--- config.mk ---
export PLATFORM = sky130hd
export DESIGN_NAME = mem_unit_flat
export DESIGN_NICKNAME = d
export VERILOG_FILES = /design/src/rtl/mem_unit_if.sv /design/src/rtl/mem_unit.sv /design/src/flat_wrapper.sv
export SDC_FILE = /design/constraint.sdc
export NUM_CORES = 2
export LEC_CHECK = 0
export ABC_AREA = 1
export BUFFER_PORTS_ARGS = -buffer_cell sky130_fd_sc_hd__buf_2
export CELL_PAD_IN_SITES_DETAIL_PLACEMENT = 0
export CELL_PAD_IN_SITES_GLOBAL_PLACEMENT = 1
export CORE_ASPECT_RATIO = 0.75
export CORE_MARGIN = 1
export CORE_UTILIZATION = 30
export DETAILED_ROUTE_END_ITERATION = 10
export PLACE_DENSITY_LB_ADDON = 0.3
export SLEW_MARGIN = 20
export SYNTH_ARGS = -nofsm -noshare
export SYNTH_HDL_FRONTEND = slang
export SYNTH_SLANG_ARGS = --single-unit
--- constraint.sdc ---
create_clock -name clk -period 7.4 [get_ports clk]
set_clock_uncertainty 0.15 [all_clocks]
set_input_delay 0.74 -clock clk [delete_from_list [all_inputs] [get_ports clk]]
set_output_delay 0.74 -clock clk [all_outputs]
set_load 0.02 [all_outputs]
--- src/rtl/mem_unit_if.sv ---
// Handshake and data bundle between the control unit (master) and mem_unit (slave).
// Carries the MAR address, MBR write data, request strobes and completion status.
interface mem_unit_if #(
  parameter int DATA_W = 16,
  parameter int ADDR_W = 8
);
  logic [ADDR_W-1:0] mar_data;
  logic [DATA_W-1:0] mbr_wdata;
  logic              rd_req;
  logic              wr_req;
  logic [DATA_W-1:0] mem_rdata;
  logic              busy;
  logic              done;
  logic              req_err;
  logic              par_err;

  modport master (
    output mar_data, mbr_wdata, rd_req, wr_req,
    input  mem_rdata, busy, done, req_err, par_err
  );

  modport slave (
    input  mar_data, mbr_wdata, rd_req, wr_req,
    output mem_rdata, busy, done, req_err, par_err
  );
endinterface

--- src/rtl/mem_unit.sv ---
// Main-memory stage: multi-cycle read into / write from the MBR at the MAR address.
// Optional macro MEM_PARITY_EN stores an even-parity bit per word and drives par_err.
module mem_unit #(
  parameter int DATA_W      = 16,
  parameter int ADDR_W      = 8,
  parameter int WAIT_CYCLES = 2
) (
  input  logic      clk,
  input  logic      rst,
  mem_unit_if.slave bus
);
  localparam int DEPTH = 2 ** ADDR_W;
`ifdef MEM_PARITY_EN
  localparam int MEM_W = DATA_W + 1;
`else
  localparam int MEM_W = DATA_W;
`endif

  typedef enum logic [1:0] {IDLE, ACCESS, DONE} state_e;

  state_e            state_q;
  logic [ADDR_W-1:0] addr_q;
  logic [DATA_W-1:0] wdata_q;
  logic [DATA_W-1:0] rdata_q;
  logic              wr_op_q;
  logic              busy_q;
  logic              done_q;
  logic              req_err_q;
  logic [3:0]        cnt_q;
  logic [MEM_W-1:0]  mem_q [DEPTH];

  logic              req_d;
  logic              fire_d;
  logic              mem_we_d;
  logic [MEM_W-1:0]  wword_d;
  logic [MEM_W-1:0]  rword_d;

  always_comb begin
    req_d    = bus.rd_req | bus.wr_req;
    fire_d   = (state_q == ACCESS) && (cnt_q == 4'd0);
    mem_we_d = fire_d && wr_op_q;
    rword_d  = mem_q[addr_q];
`ifdef MEM_PARITY_EN
    wword_d  = {^wdata_q, wdata_q};
`else
    wword_d  = wdata_q;
`endif
  end

  // Array has no reset so contents survive rst; an aborted access never reaches fire_d.
  always_ff @(posedge clk) begin
    if (mem_we_d) begin
      mem_q[addr_q] <= wword_d;
    end
  end

  always_ff @(posedge clk or posedge rst) begin
    if (rst) begin
      state_q   <= IDLE;
      addr_q    <= '0;
      wdata_q   <= '0;
      rdata_q   <= '0;
      wr_op_q   <= 1'b0;
      busy_q    <= 1'b0;
      done_q    <= 1'b0;
      req_err_q <= 1'b0;
      cnt_q     <= 4'd0;
    end else begin
      case (state_q)
        IDLE, DONE: begin
          done_q <= 1'b0;
          if (req_d) begin
            addr_q  <= bus.mar_data;
            wdata_q <= bus.mbr_wdata;
            wr_op_q <= bus.wr_req;
            cnt_q   <= 4'(WAIT_CYCLES);
            busy_q  <= 1'b1;
            state_q <= ACCESS;
          end else begin
            busy_q  <= 1'b0;
            state_q <= IDLE;
          end
        end
        ACCESS: begin
          if (req_d) begin
            req_err_q <= 1'b1;
          end
          if (cnt_q != 4'd0) begin
            cnt_q <= cnt_q - 4'd1;
          end else begin
            if (!wr_op_q) begin
              rdata_q <= rword_d[DATA_W-1:0];
            end
            busy_q  <= 1'b0;
            done_q  <= 1'b1;
            state_q <= DONE;
          end
        end
        default: begin
          busy_q  <= 1'b0;
          done_q  <= 1'b0;
          state_q <= IDLE;
        end
      endcase
    end
  end

`ifdef MEM_PARITY_EN
  logic par_err_q;

  // Stored word carries even parity, so any odd XOR across it flags corruption.
  always_ff @(posedge clk or posedge rst) begin
    if (rst) begin
      par_err_q <= 1'b0;
    end else if (fire_d && !wr_op_q) begin
      par_err_q <= ^rword_d;
    end
  end

  assign bus.par_err = par_err_q;
`else
  assign bus.par_err = 1'b0;
`endif

  assign bus.mem_rdata = rdata_q;
  assign bus.busy      = busy_q;
  assign bus.done      = done_q;
  assign bus.req_err   = req_err_q;
endmodule

--- src/flat_wrapper.sv ---
// flat-port wrapper written by rule: the top's interface ports become plain ports
module mem_unit_flat 
#(
  parameter int DATA_W      = 16,
  parameter int ADDR_W      = 8,
  parameter int WAIT_CYCLES = 2
)
  (clk, rst, bus_mar_data, bus_mbr_wdata, bus_rd_req, bus_wr_req, bus_mem_rdata, bus_busy, bus_done, bus_req_err, bus_par_err);
  mem_unit_if #(.DATA_W(DATA_W), .ADDR_W(ADDR_W)) bus_i ();
  input  logic clk;
  input  logic rst;
  input wire logic [$bits(bus_i.mar_data)-1:0] bus_mar_data;
  input wire logic [$bits(bus_i.mbr_wdata)-1:0] bus_mbr_wdata;
  input wire logic [$bits(bus_i.rd_req)-1:0] bus_rd_req;
  input wire logic [$bits(bus_i.wr_req)-1:0] bus_wr_req;
  output wire logic [$bits(bus_i.mem_rdata)-1:0] bus_mem_rdata;
  output wire logic [$bits(bus_i.busy)-1:0] bus_busy;
  output wire logic [$bits(bus_i.done)-1:0] bus_done;
  output wire logic [$bits(bus_i.req_err)-1:0] bus_req_err;
  output wire logic [$bits(bus_i.par_err)-1:0] bus_par_err;
  assign bus_i.mar_data = bus_mar_data;
  assign bus_i.mbr_wdata = bus_mbr_wdata;
  assign bus_i.rd_req = bus_rd_req;
  assign bus_i.wr_req = bus_wr_req;
  assign bus_mem_rdata = bus_i.mem_rdata;
  assign bus_busy = bus_i.busy;
  assign bus_done = bus_i.done;
  assign bus_req_err = bus_i.req_err;
  assign bus_par_err = bus_i.par_err;
  mem_unit #(.DATA_W(DATA_W), .ADDR_W(ADDR_W), .WAIT_CYCLES(WAIT_CYCLES)) u_core (.clk(clk), .rst(rst), .bus(bus_i));
endmodule
## After elaboration in Yosys (flattened, before gate mapping)

Memories as Yosys holds them, arrays and structs flattened. A register that Yosys moved wholly into a read port is not among the register bits.
Cells that the tools add are included.

| cells by class | value |
|---|---|
| add/sub/neg operators | 1 |
| equal/unequal tests | 5 |
| muxes and demuxes | 13 |
| bitwise gates (word level) | 3 |
| reductions and logical operators | 11 |

Operators with widths:

| cell | number |
|---|---|
| 4-bit 2-to-1 mux | 2 |
| 4-bit one-hot mux with 2 select lines | 1 |
| 1-bit 2-to-1 mux | 7 |
| 3-bit AND reduction | 2 |
| 4-bit zero test | 1 |
| 2-bit inequality test, second input constant | 2 |
| 2-bit one-hot mux with 2 select lines | 1 |
| 2-bit AND reduction | 2 |
| 4-bit nonzero test | 1 |
| 4-bit by 1-bit subtractor with 4-bit output, second input constant | 1 |
| 2-bit by 1-bit equality test with 1-bit output, second input constant | 1 |
| 2-bit equality test, second input constant | 1 |
| 1-bit logical AND | 2 |
| 2-bit zero test | 1 |
| 2-bit 2-to-1 mux | 1 |
| 2-bit by 1-bit inequality test with 1-bit output, second input constant | 1 |
| 1-bit inverter | 2 |
| 1-bit one-hot mux with 2 select lines | 1 |
| 2-bit nonzero test | 1 |
| 2-bit OR reduction | 1 |
| 1-bit bitwise OR | 1 |

| storage, ports and cells | value |
|---|---|
| register bits | 34 |
| memory bits (writable) | 4096 |
| input bits | 28 |
| output and inout port bits | 20 |
| logic and storage cells | 42 |
| memories | 1 |

Memory list:

| memory | words | width | rd ports | clocked after memory_dff | wr ports | line | RTL |
|---|---|---|---|---|---|---|---|
| u_core.mem_q | 256 | 16 | 1 | 1 | 1 | mem_unit.sv:30 | `logic [MEM_W-1:0] mem_q [DEPTH];` |

## Depth between registers and ports, before layout

| logic depth | value |
|---|---|
| depth in word-level cells | 5 |
| gate-level depth with buffers | 17 |
| gate-level depth less buffers | 15 |

## Worst setup path after synthesis

Ideal clock, no wire load.

| path | value |
|---|---|
| path type | register to register |
| start | register u_core.wdata_q[0] |
| end | memory u_core.mem_q[0][0] in the netlist's numbering, data pin |
| library setup time | 0.804 ns |
| data arrival time | 3.183 ns |
| data required time | 6.446 ns |
| path slack | 3.263 ns |
| stages on the path, launching flop included | 1 |
| path buffers | 0 |
| clock period less this slack | 4.137 ns |
| cell sequence | dfrtp_1 |

RTL lines:

| element | line | RTL |
|---|---|---|
| start: declaration | mem_unit.sv:23 | `logic [DATA_W-1:0] wdata_q;` |
| start signal: assignment | mem_unit.sv:74 | `wdata_q <= bus.mbr_wdata;` |
| end: declaration | mem_unit.sv:30 |  |

Straight into the memory's write port.

==> impl_metrics.csv <==
group,metric,value,unit
worst_hold_path,whs_endpoint,"u_core.addr_q[7]",
logic_synthesis,synth_compound_area_frac,0.0167,
global_route,met2_usage,0.288,
clocking,cts_setup_buffers,0,
timing,relSlewSlack,0.122,
logic_synthesis,synth.area.top_cells,"edfxtp_1 (74%), nand2_1 (17%), nor2_1 (2.0%)",
logic_synthesis,synth_area,166000,µm²
global_route,grt_use_met1,0.305,
worst_setup_path,cp-start-kind,"flip-flop",
logic_synthesis,synth_flop_cell,"edfxtp_1",
logic_synthesis,yosysSeqAreaShare,0.750,
timing,setup_viol,0,
timing,max_clock_freq,0.195,GHz
route,wl_per_cell,25.0,µm
worst_setup_path,worst_path_most_repeated_cell,"nand2_1",
global_route,grt.busiest_layer,"met1",
timing,fin_crit_sh,0.694,
place,place_congestion,0.822,
timing,fin_setup_tns,0,ps
logic_synthesis,synth_top_family_by_area,"simple AND/OR/NAND/NOR gates",
clocking,root_buffer,"clkbuf_16",
finish,areaGrowthSynthToFinish,14.0,%
route,drtIter0Drc,12945,
worst_setup_path,cp.arrival,5830,ps
timing,finalHoldViolCount,0,
finish,drive_above_1_share,0.0743,
timing,timing.final.crit_period,5130,ps
logic_synthesis,synth_seq_cells,4144,
logic_synthesis,synthSimpleGateAreaFrac,0.212,
worst_setup_path,crit_slowest_cell,"nor2_1",
clocking,cts.htree.levels,5,
route,num_vias,107866,
worst_setup_path,path_class,"flip-flop to flip-flop",
route,drc,0,
global_route,groute.usage.overall,0.196,
floorplanning,die_y,645,µm
timing,worst_pin_slew,1310,ps
worst_setup_path,crit_path_max_fanout,137,
logic_synthesis,synth_top_area_frac,0.743,
floorplanning,die_w,860,µm
logic_synthesis,synth-edff-count,4096,
power_and_ir_drop,power_density,408,nW/µm²
clocking,numClockSinks,4144,
global_route,antenna_found_initial,44,
run,cap_violations,0,
worst_hold_path,hp-start,"bus_mar_data[7]",
worst_setup_path,cp-end-kind,"flip-flop",
floorplanning,ios,48,
worst_setup_path,slowest_delay,950,ps
worst_setup_path,worstPathCellList,"inv_8 -> buf_12 -> buf_12 -> nand2_1 -> nand2_1 -> nand2_1 -> nand2_1 -> nand2_1 -> nand2_1 -> nor2_1 -> nor2_1 -> nor2_1 -> nand2_1 -> nand2_1 -> nand3_1 -> nor2_1 -> nor2_1",
floorplanning,core,548000,µm²
logic_synthesis,synth_fa_ha_area_frac,0.0000756,
worst_hold_path,whs_path_depth,3,
route,ant_nets,0,
global_route,grt_max_degree,151,
logic_synthesis,synth.mux.area_fraction,0,
logic_synthesis,synth_fp_nets,14604,
finish,nNetsFinal,14790,
logic_synthesis,synth_cell_type_count,26,
global_route,globalRouteOverflowTotal,0,
worst_hold_path,hold_class,"primary input to flip-flop",
global_route,grt_use_met3,0.0328,
power_and_ir_drop,p_leak,69.9,nW
logic_synthesis,async_flop_share,0.0116,
worst_setup_path,critPathBufInv,3,
clocking,cts_inserted_buffers,404,
power_and_ir_drop,p_total,77.0,mW
timing,whs,14.8,ps
clocking,clk_path_buf_depth,4,
power_and_ir_drop,vdd_drop_max,0.000433,V
worst_setup_path,rrSetupSlack,2270,ps
floorplanning,rows,235,
place,io_buffers,46,
clocking,clk_transition_reported_paths,70,ps
status,outcome,"complete, no violations",
worst_setup_path,critPathTopFamily,"simple AND/OR/NAND/NOR gates",
route,wirelength,562,mm
logic_synthesis,synth_area_leader_cell,"edfxtp_1",
logic_synthesis,ys_warn_count,0,
worst_setup_path,worstRegToRegCells,17,
worst_setup_path,reg2reg_to,"u_core.bus.mem_rdata[7]",
worst_setup_path,critPathRequiredTime,8090,ps
timing,slew_viol_final,0,
route,viasPerCell,4.81,
global_route,first_global_vias,100271,
worst_setup_path,regToRegStartpoint,"u_core.addr_q[0]",
global_route,grt_pass1_wl,790,mm
place,dpl.hpwl,320,mm
logic_synthesis,syn_area_per_cell,11.4,µm²
clocking,clock_latency,970,ps
route,first_pass_iters,6,
timing,rsz0062_at_grt,"false",
finish,fillers,54634,
clocking,cts_tree,"yes",
floorplanning,initial_core_util,0.302,
floorplanning,dieArea,555000,µm²
logic_synthesis,synthCells,14575,
logic_synthesis,synth-xor-area-share,0.0000529,
## cells in the final DEF, fill, tap and decap left out, drive strengths merged
| master | Yosys | final |
|---|---|---|
| nand2 | 7686 | 7686 |
| edfxtp | 4096 | 4096 |
| nor2 | 893 | 893 |
| clkbuf | 308 | 520 |
| buf | 441 | 505 |
| o21ai | 277 | 277 |
| nand4 | 275 | 275 |
| nand3 | 242 | 242 |
| a21oi | 238 | 238 |
| clkinv | 7 | 178 |
| dfrtp | 48 | 48 |
| inv | 32 | 42 |
| dlygate4sd3 | 0 | 24 |
| a22oi | 20 | 20 |
| bufinv | 0 | 19 |
| diode | 0 | 16 |
| clkinvlp | 0 | 7 |
| nor3 | 4 | 4 |
| o21bai | 3 | 3 |
| a31oi | 2 | 2 |
| xor2 | 1 | 1 |
| ha | 1 | 1 |
| conb | 1 | 1 |
## flip-flops by register name, indices dropped and copies added, names as in the netlist
register	flops
u_core.mem_q	4096
u_core.bus.mem_rdata	16
u_core.wdata_q	16
u_core.addr_q	8
u_core.cnt_q	4
u_core.bus.done	1
u_core.bus.req_err	1
u_core.state_q	1
u_core.wr_op_q	1
## worst reg2reg max path, stage by stage, from the launching register on
cell and delay [ps]:
dfrtp_4 840, inv_8 380, buf_12 310, buf_12 660, nand2_1 380, nand2_1 60
nand2_1 60, nand2_1 60, nand2_1 60, nand2_1 140, nor2_1 230, nor2_1 80
nor2_1 950, nand2_1 140, nand2_1 120, nand3_1 180, nor2_1 160, nor2_1 70
## worst max path at each step
stage,startpoint,endpoint,slack (ps),cells past startpoint
2_1_floorplan,u_core.wdata_q[0],u_core.mem_q[0][0],3260,0
3_3_place_gp,u_core.addr_q[0],u_core.bus.mem_rdata[14],2410,17
3_5_place_dp,u_core.addr_q[0],u_core.bus.mem_rdata[7],2440,17
4_1_cts,u_core.cnt_q[0],u_core.mem_q[44][2],2420,11
5_1_grt,u_core.addr_q[0],u_core.bus.mem_rdata[14],2240,17
6_report,u_core.addr_q[0],u_core.bus.mem_rdata[7],2270,17
## cells in the mapped netlist (7+ instances only)
library cell / number
nand2_1: 7686
nand4_1: 275
inv_1: 28
clkinv_1: 7
dfrtp_1: 48
nor2_1: 890
a22oi_1: 20
buf_2: 355
nand3_1: 242
o21ai_0: 173
buf_1: 76
buf_4: 10
o21ai_1: 104
edfxtp_1: 4096
a21oi_1: 238
clkbuf_1: 308
## final cells by class
class / count / area, µm² / share of cell area
inverter: 39 / 178 / 0.000942
multi-input combinational: 9643 / 38200 / 0.202
timing repair buffer: 529 / 4570 / 0.0242
antenna: 16 / 40.0 / 0.000212
clock buffer: 520 / 10800 / 0.0572
tap: 7347 / 9190 / 0.0487
sequential: 4144 / 124000 / 0.659
clock inverter: 207 / 1480 / 0.00786
## power by group
group | internal, mW | switching [mW]
combinational | 5.24 | 21.3
sequential | 29.4 | 1.11
clock | 10.9 | 9.08
## routing by layer
layer	vias up	share of wire
met5	-	0.000084
met4	8	0.021
met3	635	0.076
met2	3686	0.42
met1	54156	0.48
li1	49381	-
## repair_timing
item | 4_1_cts | 5_1_grt
hold buffers | 24 | 0
gates resized for setup | 0 | 0
endpoints found under the hold margin | 71 | 0
## cells by family (layout without fill, tap and decap cells)
| group | after synthesis | after routing |
|---|---|---|
| flip-flops | 4144 | 4144 |
| other | 1 | 17 |
| adder cells (fa/ha/maj) | 1 | 1 |
| XOR/XNOR | 1 | 1 |
| AO/OA/AOI/OAI | 540 | 540 |
| AND/OR/NAND/NOR | 9100 | 9100 |
| buffers and inverters | 788 | 1295 |
## through the flow
step	instances	area (µm²)	util	setup slack, ps
2_1_floorplan	14575	166000	-	3260
3_3_place_gp	21678	176000	0.321	2410
3_5_place_dp	21678	176000	0.321	2440
4_1_cts	22429	189000	0.344	2420
5_1_grt	22429	189000	0.344	2240
6_report	22445	189000	0.344	2270
No activity file was read; power rests on OpenSTA's default activity.
